### src/rtl/chunk_serial_adder.sv
// Multi-cycle adder/subtractor that processes CHUNK bits per clock, LSB chunk first.
// It takes one capture cycle plus N = WIDTH/CHUNK add cycles, then pulses done for one cycle.

module chunk_serial_adder_chunk #(
  parameter int CHUNK = 4
) (
  input  logic [CHUNK-1:0] a_i,
  input  logic [CHUNK-1:0] b_i,
  input  logic             c_i,
  output logic [CHUNK-1:0] s_o,
  output logic             c_o
);
  logic [CHUNK:0] full;

  assign full = {1'b0, a_i} + {1'b0, b_i} + {{CHUNK{1'b0}}, c_i};
  assign s_o  = full[CHUNK-1:0];
  assign c_o  = full[CHUNK];
endmodule

module chunk_serial_adder #(
  parameter int WIDTH = 16,
  parameter int CHUNK = 4
) (
  input  logic             clk,
  input  logic             rst,
  input  logic             start,
  input  logic [WIDTH-1:0] a,
  input  logic [WIDTH-1:0] b,
  input  logic             cin,
  input  logic             sub,
  output logic             busy,
  output logic             done,
  output logic [WIDTH-1:0] sum,
  output logic             cout,
  output logic             ovf
);
  localparam int N  = WIDTH / CHUNK;
  localparam int CW = (N > 1) ? $clog2(N) : 1;

  typedef enum logic {IDLE, RUN} state_e;

  state_e           state_q;
  logic [CW-1:0]    cnt_q;
  logic             carry_q;
  logic [WIDTH-1:0] a_q;
  logic [WIDTH-1:0] b_q;
  logic [WIDTH-1:0] acc_q;
  logic             a_msb_q;
  logic             b_msb_q;
  logic [WIDTH-1:0] sum_q;
  logic             cout_q;
  logic             ovf_q;
  logic             done_q;

  logic [CHUNK-1:0] ch_sum;
  logic             ch_co;
  logic [WIDTH-1:0] a_d;
  logic [WIDTH-1:0] b_d;
  logic [WIDTH-1:0] acc_d;
  logic             last;

  // Operands shift right so the active chunk always sits in the low bits;
  // finished chunks enter the accumulator from the top.
  chunk_serial_adder_chunk #(.CHUNK(CHUNK)) u_chunk (
    .a_i (a_q[CHUNK-1:0]),
    .b_i (b_q[CHUNK-1:0]),
    .c_i (carry_q),
    .s_o (ch_sum),
    .c_o (ch_co)
  );

  generate
    if (N > 1) begin : g_multi
      assign a_d   = {{CHUNK{1'b0}}, a_q[WIDTH-1:CHUNK]};
      assign b_d   = {{CHUNK{1'b0}}, b_q[WIDTH-1:CHUNK]};
      assign acc_d = {ch_sum, acc_q[WIDTH-1:CHUNK]};
    end else begin : g_single
      assign a_d   = '0;
      assign b_d   = '0;
      assign acc_d = ch_sum;
    end
  endgenerate

  assign last = (cnt_q == CW'(N - 1));

  always_ff @(posedge clk or posedge rst) begin
    if (rst) begin
      state_q <= IDLE;
      cnt_q   <= '0;
      carry_q <= 1'b0;
      a_q     <= '0;
      b_q     <= '0;
      acc_q   <= '0;
      a_msb_q <= 1'b0;
      b_msb_q <= 1'b0;
      sum_q   <= '0;
      cout_q  <= 1'b0;
      ovf_q   <= 1'b0;
      done_q  <= 1'b0;
    end else begin
      done_q <= 1'b0;
      case (state_q)
        IDLE: begin
          if (start) begin
            a_q     <= a;
            b_q     <= sub ? ~b : b;
            carry_q <= sub ? ~cin : cin;
            a_msb_q <= a[WIDTH-1];
            b_msb_q <= sub ? ~b[WIDTH-1] : b[WIDTH-1];
            cnt_q   <= '0;
            state_q <= RUN;
          end
        end
        RUN: begin
          a_q     <= a_d;
          b_q     <= b_d;
          acc_q   <= acc_d;
          carry_q <= ch_co;
          cnt_q   <= cnt_q + CW'(1);
          if (last) begin
            sum_q   <= acc_d;
            cout_q  <= ch_co;
            ovf_q   <= (a_msb_q == b_msb_q) && (acc_d[WIDTH-1] != a_msb_q);
            done_q  <= 1'b1;
            state_q <= IDLE;
          end
        end
        default: state_q <= IDLE;
      endcase
    end
  end

  assign busy = (state_q == RUN);
  assign done = done_q;
  assign sum  = sum_q;
  assign cout = cout_q;
  assign ovf  = ovf_q;
endmodule

### config.mk
export PLATFORM = sky130hd
export DESIGN_NAME = chunk_serial_adder
export DESIGN_NICKNAME = d
export VERILOG_FILES = /design/src/rtl/chunk_serial_adder.sv
export SDC_FILE = /design/constraint.sdc
export NUM_CORES = 1
export LEC_CHECK = 0
export BUFFER_PORTS_ARGS = -buffer_cell sky130_fd_sc_hd__buf_4
export CORE_MARGIN = 2
export CORE_UTILIZATION = 35
export DETAILED_ROUTE_END_ITERATION = 8
export HOLD_SLACK_MARGIN = 0.05
export MAX_ROUTING_LAYER = met4
export SLEW_MARGIN = 20
export SYNTH_ARGS = -nofsm -noshare
export SYNTH_HDL_FRONTEND = slang
export SYNTH_SLANG_ARGS = --single-unit
### constraint.sdc
create_clock -name clk -period 3.55 [get_ports clk]
set_input_delay 0.5325 -clock clk [delete_from_list [all_inputs] [get_ports clk]]
set_output_delay 0.5325 -clock clk [all_outputs]
set_load 0.03 [all_outputs]
**Word level (Yosys, flattened, before mapping)**

Cells that the tools add are included.

- $add $sub $neg: 3
- Equality and inequality tests: 4
- Muxes and demuxes: 16
- Bitwise operators: 4
- Reductions and logical operators: 3

Operator list:

| operator | count |
|---|---|
| case mux 16 bit (2 select lines) | 2 |
| two-way mux 16 bit | 3 |
| inverter 16 bit | 1 |
| two-way mux 1 bit | 7 |
| adder 4 x 4 -> 5 bit | 1 |
| adder 5 x 1 -> 5 bit | 1 |
| case mux 1 bit (2 select lines) | 2 |
| case mux 2 bit (2 select lines) | 1 |
| AND reduction 2 bit | 2 |
| inverter 1 bit | 3 |
| adder 2 x 1 -> 2 bit, second input constant | 1 |
| == test 2 bit, second input constant | 1 |
| two-way mux 2 bit | 1 |
| != test 2 bit, second input constant | 1 |
| == test 1 bit | 1 |
| logical AND 1 bit | 1 |
| != test 1 bit | 1 |

- Register bits after elaboration: 73
- Bits of input ports: 37
- Output and inout bits: 20

**Longest topological paths before layout**

Gate-level depths: netlist of the first run.

- Depth in word-level cells: 4
- Gate-level depth with buffers: 7
- Mapped depth without buffers: 7

**Hierarchy**

Synthesis of the first run repeated with hierarchy kept, for this count alone.

- Cell total of the unflattened synthesis: 255
- Area total of the unflattened synthesis: 3,216.8 um^2

Modules (own cells, without submodules):

| module | instances | cells an instance | area an instance (um^2) | seq. area each (um^2) |
|---|---|---|---|---|
| chunk_serial_adder | 1 | 239 | 3,072.9 | 1,726.7 |
| chunk_serial_adder_chunk | 1 | 16 | 143.9 | 0.0 |

**Least setup slack after synthesis of the first run**

Ideal clock, no wire load.

- Path type: flip-flop to flip-flop
- Start: register carry_q
- End: register ovf_q (netlist: ovf)
- Arrival time: 1,621 ps
- Data required time: 3,468 ps
- Path slack: 1,847 ps
- Cell stages (with the launch flop): 6
- Path buffers: 0
- Clock period less this slack: 1,703 ps
- Cell sequence: dfrtp_1 > fa_1 > nand3_1 > a21oi_1 > or4_1 > a31oi_1

- Longest elaborated chain between the ends: 3

Ends and longest elaborated chain:

| element | line | RTL |
|---|---|---|
| start, declared | 44 | `logic carry_q;` |
| start signal, assigned | 107 | `carry_q <= sub ? ~cin : cin;` |
| start signal, assigned | 118 | `carry_q <= ch_co;` |
| adder 5 x 1 -> 5 bit | 15 | `assign full = {1'b0, a_i} + {1'b0, b_i} + {{CHUNK{1'b0}}, c_i};` |
| != test 1 bit | 123 | `ovf_q <= (a_msb_q == b_msb_q) && (acc_d[WIDTH-1] != a_msb_q);` |
| logical AND 1 bit | 123 |  |
| end signal, assigned | 123 |  |
| end, declared | 52 | `logic ovf_q;` |

Every way passes these cells.
A chain may end at the register's enable or synchronous reset.

**Worst setup path after layout of the first run**

Ends and elaborated chain as after synthesis.

==> flow_summary.ini, run 1 <==
[outcome]
run_status = complete, no violations

[critical_path]
path_class = register to register
element_type_at_the_critical_path_start = register
cp_cell_sequence = fa_1 -> nand3_1 -> a21oi_1 -> or4_1 -> a31oi_1
worstSetupEndpointType = register
setup.reg_to_reg.worst_slack_ns = 1.72
regToRegEndpoint = ovf$_DFFE_PP0P_
cp.required_ns = 3.81
worst-r2r-cell-count = 5
critical_path_arrival_ns = 2.09
crit_path_max_incr_delay_ns = 0.48
crit_path_max_fanout = 4
critical_path.reg2reg.startpoint = carry_q$_DFFE_PP0P_
cp_slowest_cell = sky130_fd_sc_hd__or4_1

[die]
coreArea_mm2 = 0.00864
placement_rows = 34
die_area_mm2 = 0.00955
boundaryPins = 57
vertical_extent_of_the_die_um = 97.7
floorplan.initialDensity = 0.356
fp.dieW_um = 97.7

[logic_synthesis]
yosysSeqAreaShare = 0.562
synth.cell_area_mm2 = 0.00307
yosysWarnings = 0
postSynthRegisterBits = 69
postSynthCellCount = 278
netlist-cell-type-count = 29
synthesis.nets = 321
average_footprint_of_a_synthesized_cell_um2 = 11.1

[sta]
report.final.setup_viol = 0
worst-slew-pin-transition_ns = 0.609
final_ws_setup_ns = 1.72
rsz0062_at_grt = false
finalHoldViolCount = 0
drv_slew = 0
fin_tns_setup_ns = 0
period_needed_ns = 1.83
clock.fmax_ghz = 0.547
final.hold.worst_slack_ns = 0.227
maxSlewHeadroom = 0.594
period_share = 0.515
final.setup_skew_ns = 0.0111

[place]
place_congestion = 0.833
place_worst_setup_slack_ns = 1.71
port_buffers = 56
place.detailed.hpwl_mm = 4.04

[global_route]
first_global_vias = 2170
grt_overflow = 0
wire_length_of_the_first_global_routing_pass_mm = 10.2
grt_start_max_net_pins = 61
grt.total_usage = 0.137
antenna_found_initial = 0

[power_and_ir_drop]
vdd_ir_drop_max_mv = 0.248
power_density_over_the_cells_mw_per_mm2 = 852
post-layout-total-power_uw = 3250
power_leakage_uw = 0.00179

[cts]
hold_buffers = 0
clk_root_buffer_cell = sky130_fd_sc_hd__clkbuf_8
cts_num_sinks = 69
cts_resized = 0
cts_tree = yes
cts_made_buffers = 9
cts.path.max_buffers = 2
cts.reportedPaths.clkPinSlew_ns = 0.07
clock_insertion_delay_worst_skew_ns = 0.34
cts_max_level = 3
post_cts_buffers = 0

[min_path]
holdCritPathClass = input port to asynchronous set/reset pin

[route]
wire_per_inst_um = 12.9
drt-vias-per-instance = 4.73
ant_nets = 0
totalWireLength_mm = 5.74
count_of_vias_placed_by_the_detailed_router = 2100
drc = 0
dr.first_iter.drc_count = 46
drt_pass1_iterations = 4

[cells_and_area]
insertedDiodeCount = 0
nets = 374
nFillCells = 837
post_route_cells_drive_above_1_share = 0.244
layout.core_utilization = 0.441
syn2layout_area_growth_pct = 23.9

[job]
number_of_maximum_capacitance_violations = 0
## flip-flops by register name, indices dropped and copies added, names as in the netlist, 2 cells and up
register	flops
sum	16
cnt_q	2
b_q	16
acc_q	12
a_q	16
## Yosys cell counts
library cell / instances / area, um^2
sky130_fd_sc_hd__o31ai_1: 2 / 15.0
sky130_fd_sc_hd__xor2_1: 1 / 8.76
sky130_fd_sc_hd__mux2_1: 23 / 259
sky130_fd_sc_hd__buf_2: 8 / 40.0
sky130_fd_sc_hd__buf_1: 2 / 7.51
sky130_fd_sc_hd__inv_2: 2 / 7.51
sky130_fd_sc_hd__and3_4: 1 / 11.3
sky130_fd_sc_hd__mux2i_1: 16 / 160
sky130_fd_sc_hd__o21a_1: 1 / 7.51
sky130_fd_sc_hd__a21oi_2: 1 / 8.76
sky130_fd_sc_hd__nor2b_1: 1 / 6.26
sky130_fd_sc_hd__or4_1: 1 / 7.51
sky130_fd_sc_hd__buf_4: 1 / 7.51
sky130_fd_sc_hd__nor2_1: 12 / 45.0
sky130_fd_sc_hd__dfrtp_1: 69 / 1730
sky130_fd_sc_hd__nand3_1: 1 / 5.00
sky130_fd_sc_hd__a22o_1: 1 / 8.76
sky130_fd_sc_hd__fa_1: 2 / 40.0
sky130_fd_sc_hd__ha_1: 4 / 50.1
sky130_fd_sc_hd__a211oi_1: 4 / 30.0
sky130_fd_sc_hd__o211ai_1: 1 / 7.51
sky130_fd_sc_hd__o21ai_1: 45 / 225
sky130_fd_sc_hd__clkbuf_1: 6 / 22.5
sky130_fd_sc_hd__a21oi_1: 2 / 10.0
sky130_fd_sc_hd__xnor2_1: 17 / 149
sky130_fd_sc_hd__a31oi_1: 1 / 6.26
sky130_fd_sc_hd__nand2_1: 47 / 176
sky130_fd_sc_hd__nand2_2: 1 / 6.26
sky130_fd_sc_hd__inv_1: 5 / 18.8
## kinds of logic after synthesis
logic type / after synthesis / share of synthesized area
and+or+nand+nor: 64 / 0.0838
muxes: 39 / 0.136
adders and majority gates: 6 / 0.0293
buffers and inverters: 24 / 0.0338
xor gates and xnor gates: 18 / 0.0513
AOI/OAI and AO/OA: 58 / 0.104
DFF: 69 / 0.562
## where the power goes
part | internal, uW | switching [uW]
Sequential | 1120 | 219
Combinational | 512 | 665
Clock | 435 | 291
## cell usage in the layout, fill, tap and decap left out, drive strengths merged
cell       n
a211oi     4
a21oi      3
a22o       1
a31oi      1
and3       1
buf       59
bufinv     2
clkbuf    11
clkinv     1
clkinvlp   1
dfrtp     69
fa         2
ha         4
inv        8
mux2      23
mux2i     16
nand2     48
nand3      1
nor2      12
nor2b      1
o211ai     1
o21a       1
o21ai     45
o31ai      2
or4        1
xnor2     17
xor2       1
## how the worst max path moves through the flow
stage                        startpoint             endpoint  cells after the start
floorplan                           rst  a_msb_q$_DFFE_PP0P_                      1
global placement    carry_q$_DFFE_PP0P_      ovf$_DFFE_PP0P_                      5
detailed placement  carry_q$_DFFE_PP0P_      ovf$_DFFE_PP0P_                      5
CTS                 carry_q$_DFFE_PP0P_      ovf$_DFFE_PP0P_                      5
global route        carry_q$_DFFE_PP0P_      ovf$_DFFE_PP0P_                      5
finish              carry_q$_DFFE_PP0P_      ovf$_DFFE_PP0P_                      5
## worst max-delay path, delay by kind of cell, from the launching register on
family	cells	cell delay, ns
adders and majority gates	1	0.46
and+or+nand+nor	2	0.61
AOI/OAI and AO/OA	2	0.29
DFF	1	0.40
## routing by layer
layer / track usage / wire [um] / vias to the layer above
li1: - / - / 1046
met1: 0.179 / 2770 / 981
met2: 0.203 / 2560 / 62
met3: 0.0388 / 306 / 11
met4: 0.0534 / 112 / 0
met5: - / 0 / -
## final cells by class
cell class	instances	area [um^2]	area share
clock buffer	11	151	0.0398
tap	108	135	0.0355
multi-input combinational	185	1240	0.327
clock inverter	5	81.3	0.0214
sequential	69	1730	0.454
inverter	7	26.3	0.00690
timing repair buffer	59	443	0.116
## through the flow
| stage | cell area [um^2] | instances |
|---|---|---|
| CTS | 3810 | 444 |
| global route | 3810 | 444 |
| floorplan | 3070 | 278 |
| global placement | 3580 | 428 |
| detailed placement | 3580 | 428 |
| finish | 3810 | 444 |
(Power assumes the default switching activity.)
==> inputs of run 2 (changes only) <==
==> constraint.sdc (replaced) <==
create_clock -name clk -period 1.7 [get_ports clk]
set_input_delay 0.255 -clock clk [delete_from_list [all_inputs] [get_ports clk]]
set_output_delay 0.255 -clock clk [all_outputs]
set_load 0.03 [all_outputs]
==> flow_summary.ini, run 2 (synthesis results as in run 1) <==
[cells_and_area]
post_route_cells_drive_above_1_share = 0.267
nets = 383
insertedDiodeCount = 0
mostFrequentLayoutCell = sky130_fd_sc_hd__dfrtp_1
syn2layout_area_growth_pct = 26.2
layout_common_cells = sky130_fd_sc_hd__dfrtp_1, sky130_fd_sc_hd__buf_4, sky130_fd_sc_hd__nand2_1

[die]
die_area_mm2 = 0.00955
placement_rows = 34
boundaryPins = 57
coreArea_mm2 = 0.00864
floorplan.initialDensity = 0.356
vertical_extent_of_the_die_um = 97.7
fp.dieW_um = 97.7

[place]
place.detailed.hpwl_mm = 4.10
port_buffers = 56
place_congestion = 0.833

[cts]
clk_root_buffer_cell = sky130_fd_sc_hd__clkbuf_8
cts_num_sinks = 69
cts_max_level = 3
cts_made_buffers = 9
cts_tree = yes
cts.path.max_buffers = 2
cts.reportedPaths.clkPinSlew_ns = 0.06
clock_insertion_delay_worst_skew_ns = 0.34

[sta]
finalHoldViolCount = 0
period_share = 1.00
final_ws_setup_ns = -0.00103
maxSlewHeadroom = 0.704
period_needed_ns = 1.70
rsz0062_at_grt = true
final.hold.worst_slack_ns = 0.145
worst-slew-pin-transition_ns = 0.443
report.final.setup_viol = 1
clock.fmax_ghz = 0.588
fin_tns_setup_ns = -0.00103
final.setup_skew_ns = 0.00755
drv_slew = 0

[min_path]
min_to = a_msb_q$_DFFE_PP0P_
worstHoldStart = a[15]
holdCritPathClass = input port to register
hold_path_depth = 2

[route]
wire_per_inst_um = 12.9
dr.first_iter.drc_count = 53
drt_pass1_iterations = 4
ant_nets = 0
drc = 0
count_of_vias_placed_by_the_detailed_router = 2135
totalWireLength_mm = 5.83
drt-vias-per-instance = 4.72

[global_route]
grt_start_max_net_pins = 73
wire_length_of_the_first_global_routing_pass_mm = 10.6
grt.total_usage = 0.141
first_global_vias = 2208
grt_overflow = 0
antenna_found_initial = 0

[job]
number_of_maximum_capacitance_violations = 0

[critical_path]
path_class = register to register
cp.required_ns = 1.96
critical_path_arrival_ns = 1.96
cp_cell_sequence = fa_2 -> nand3_2 -> a21oi_2 -> or4_1 -> a31oi_1
worst-r2r-cell-count = 5
crit_path_max_incr_delay_ns = 0.46
element_type_at_the_critical_path_start = register
setup.reg_to_reg.worst_slack_ns = -0.001
crit_path_max_fanout = 2
worstSetupEndpointType = register
regToRegEndpoint = ovf$_DFFE_PP0P_
cp_slowest_cell = sky130_fd_sc_hd__or4_1
critical_path.reg2reg.startpoint = b_q[0]$_DFFE_PP0P_

[outcome]
failed_checks = setup timing
run_status = complete, but fails checks

[power_and_ir_drop]
power_leakage_uw = 0.00181
power_density_over_the_cells_mw_per_mm2 = 1720
vdd_ir_drop_max_mv = 0.623
## run 2: cell types whose count changed in the layout (fill, tap and decap cells not counted), sizes merged
cell         delta
clkbuf          +3
dlygate4sd3     +1
bufinv          -2
inv             -2
buf             +8
## run 2: final cells by class
cell class	instances	area, um^2
inverters	7	30.0
fillers	831	4760
flip-flops and latches	69	1730
repair buffers	68	538
well taps	108	135
clock buffers	14	173
clock inverters	1	5.00
multi-input cells	185	1270
## run 2: critical path, delay by kind of cell, from the launching register on
kind,cells,cell delay (ns)
AND/OR/NAND/NOR,2,0.56
adder cells (fa/ha/maj),1,0.42
flip-flops,1,0.40
AO/OA/AOI/OAI,2,0.23
## run 2: what timing repair did
action,CTS,global route
gates cloned,0,0
setup endpoints to repair,2,3
pin swaps,2,0
hold endpoints to repair,16,0
resized for setup,3,1
setup buffers,0,1
hold buffers,1,0
## run 2: power breakdown
group          internal (uW)  switching [uW]
Clock                    640             556
Sequential              2350             426
Combinational           1230            1460
Total                   4220            2440
## run 2: how the worst max path moves through the flow
stage                                   start               to  slack (ns)  cells past startpoint
after global placement    carry_q$_DFFE_PP0P_  ovf$_DFFE_PP0P_       -0.04                      5
after global routing       b_q[0]$_DFFE_PP0P_  ovf$_DFFE_PP0P_       -0.07                      5
after floorplan           carry_q$_DFFE_PP0P_  ovf$_DFFE_PP0P_        0.01                      5
after detailed placement  carry_q$_DFFE_PP0P_  ovf$_DFFE_PP0P_       -0.09                      5
final                      b_q[0]$_DFFE_PP0P_  ovf$_DFFE_PP0P_      -0.001                      5
after CTS                  b_q[0]$_DFFE_PP0P_  ovf$_DFFE_PP0P_        0.01                      5
## run 2: routing by layer
metal,share of wire,GRT usage
met4,0.014,0.0513
met5,0,-
met3,0.053,0.0453
met1,0.47,0.176
met2,0.47,0.218
## run 2: metrics by stage
step           setup slack (ns)  cell area [um^2]  utilization  std cells  power, uW
2_1_floorplan            0.0111              3080            -        278       4520
3_3_place_gp            -0.0382              3660        0.424        435       5380
3_5_place_dp            -0.0870              3660        0.424        435       5470
4_1_cts                  0.0114              3870        0.448        451       6740
5_1_grt                 -0.0654              3880        0.449        452       7220
6_report               -0.00103              3880        0.449        452       6660
==> inputs of run 3 (changes only) <==
--- a/config.mk
+++ b/config.mk
@@ -6,11 +6,14 @@
 export NUM_CORES = 1
 export LEC_CHECK = 0
 export BUFFER_PORTS_ARGS = -buffer_cell sky130_fd_sc_hd__buf_4
+export CELL_PAD_IN_SITES_DETAIL_PLACEMENT = 0
+export CELL_PAD_IN_SITES_GLOBAL_PLACEMENT = 1
 export CORE_MARGIN = 2
 export CORE_UTILIZATION = 35
 export DETAILED_ROUTE_END_ITERATION = 8
 export HOLD_SLACK_MARGIN = 0.05
 export MAX_ROUTING_LAYER = met4
+export PLACE_DENSITY_LB_ADDON = 0.1
 export SLEW_MARGIN = 20
 export SYNTH_ARGS = -nofsm -noshare
 export SYNTH_HDL_FRONTEND = slang
==> flow_summary.ini, run 3 (synthesis results as in run 1) <==
[sta]
period_needed_ns = 1.67
clock.fmax_ghz = 0.597
final.setup_skew_ns = 0.00678
report.final.setup_viol = 0
worst-slew-pin-transition_ns = 0.466
drv_slew = 0
maxSlewHeadroom = 0.689
finalHoldViolCount = 0
rsz0062_at_grt = true
period_share = 0.985

[place]
place_congestion = 0.751
placed_cells_incl_taps = 432
port_buffers = 56
place.detailed.hpwl_mm = 4.00

[die]
vertical_extent_of_the_die_um = 97.7
die_area_mm2 = 0.00955
fp.dieW_um = 97.7
floorplan.initialDensity = 0.356
coreArea_mm2 = 0.00864
placement_rows = 34
boundaryPins = 57

[route]
count_of_vias_placed_by_the_detailed_router = 2132
drt_pass1_iterations = 4
dr.first_iter.drc_count = 31
drt-vias-per-instance = 4.72
totalWireLength_mm = 6.02
ant_nets = 0
drc = 0
wire_per_inst_um = 13.3

[critical_path]
path_class = register to register
worst-r2r-cell-count = 7
worstSetupEndpointType = register
element_type_at_the_critical_path_start = register
critical_path_arrival_ns = 1.89
crit_path_max_fanout = 2
cp.required_ns = 1.92

[cts]
cts.path.max_buffers = 2
cts_tree = yes
cts_made_buffers = 9
cts_num_sinks = 69
cts_max_level = 3
clock_insertion_delay_worst_skew_ns = 0.34
clk_root_buffer_cell = sky130_fd_sc_hd__clkbuf_8
cts.reportedPaths.clkPinSlew_ns = 0.07

[cells_and_area]
layout.core_utilization = 0.456
mostFrequentLayoutCell = sky130_fd_sc_hd__dfrtp_1
syn2layout_area_growth_pct = 28.1
insertedDiodeCount = 0
layoutNonFillerInstCount = 452
post_route_cells_drive_above_1_share = 0.279
nets = 382
layout_common_cells = sky130_fd_sc_hd__dfrtp_1, sky130_fd_sc_hd__buf_4, sky130_fd_sc_hd__nand2_1

[global_route]
first_global_vias = 2175
grt_start_max_net_pins = 74
wire_length_of_the_first_global_routing_pass_mm = 10.5
grt.total_usage = 0.143
grt_overflow = 0
antenna_found_initial = 0

[power_and_ir_drop]
power_density_over_the_cells_mw_per_mm2 = 1770
vdd_ir_drop_max_mv = 0.556
power_leakage_uw = 0.00183
post-layout-total-power_uw = 6970

[outcome]
run_status = complete, no violations

[min_path]
holdCritPathClass = input port to register
hold_path_depth = 3

[job]
number_of_maximum_capacitance_violations = 0
==> run 3: power by group <==
part           total [uW]  internal, uW  leakage, uW  switching, uW
sequential           2770          2350     0.000878            420
clock                1490           863     0.000112            625
combinational        2710          1240     0.000840           1470
total                6970          4450      0.00183           2520
==> run 3: routing by layer <==
metal / GRT usage / routed length (um) / vias to the layer above
met5: - / 0 / -
met4: 0.0481 / 97 / 0
met3: 0.0482 / 293 / 9
met2: 0.223 / 2800 / 42
met1: 0.176 / 2830 / 1022
li1: - / - / 1059
==> run 3: per-stage QoR <==
step | hold WS [ns] | setup slack [ns] | TNS [ns] | area [um^2]
floorplan | 0.387 | 0.0111 | 0 | 3080
global placement | 0.309 | -0.0369 | -0.0369 | 3650
detailed placement | 0.309 | -0.0697 | -0.0823 | 3650
CTS | 0.135 | 0.0108 | 0 | 3910
global route | 0.132 | -0.0524 | -0.108 | 3940
finish | 0.147 | 0.0263 | 0 | 3940
==> run 3: area by class of cell <==
cell class | instances | area, um^2
flip-flops and latches | 69 | 1730
clock buffers | 10 | 138
fillers | 853 | 4700
multi-input cells | 185 | 1280
well taps | 108 | 135
inverters | 7 | 30.0
clock inverters | 6 | 86.3
repair buffers | 67 | 543
==> run 3: critical path: stages (launching register included) <==
cell and delay [ns]:
sky130_fd_sc_hd__dfrtp_1 0.41, sky130_fd_sc_hd__fa_2 0.42, sky130_fd_sc_hd__inv_1 0.09, sky130_fd_sc_hd__fa_2 0.21, sky130_fd_sc_hd__nor2b_1 0.05, sky130_fd_sc_hd__o21a_1 0.19
sky130_fd_sc_hd__o21ai_2 0.12, sky130_fd_sc_hd__o21ai_1 0.08
==> run 3: what timing repair did <==
action	in CTS	in global routing
pin swaps	0	4
setup endpoints to repair	2	3
hold endpoints to repair	18	0
hold buffers	1	0
setup buffers	0	3
resized for setup	3	3
==> run 3: final timing paths <==
| path | slack (ns) | end | from |
|---|---|---|---|
| min in group asynchronous | 0.48 | sum[5]$_DFFE_PP0P_ | rst |
| worst max-delay path | 0.03 | carry_q$_DFFE_PP0P_ | b_q[0]$_DFFE_PP0P_ |
| worst min-delay path | 0.15 | a_q[14]$_DFFE_PP0P_ | a[14] |
| worst min register to register | 0.49 | acc_q[4]$_DFFE_PP0P_ | acc_q[4]$_DFFE_PP0P_ |
| max in group asynchronous | 0.67 | acc_q[10]$_DFFE_PP0P_ | rst |
| worst max register to register | 0.03 | carry_q$_DFFE_PP0P_ | b_q[0]$_DFFE_PP0P_ |
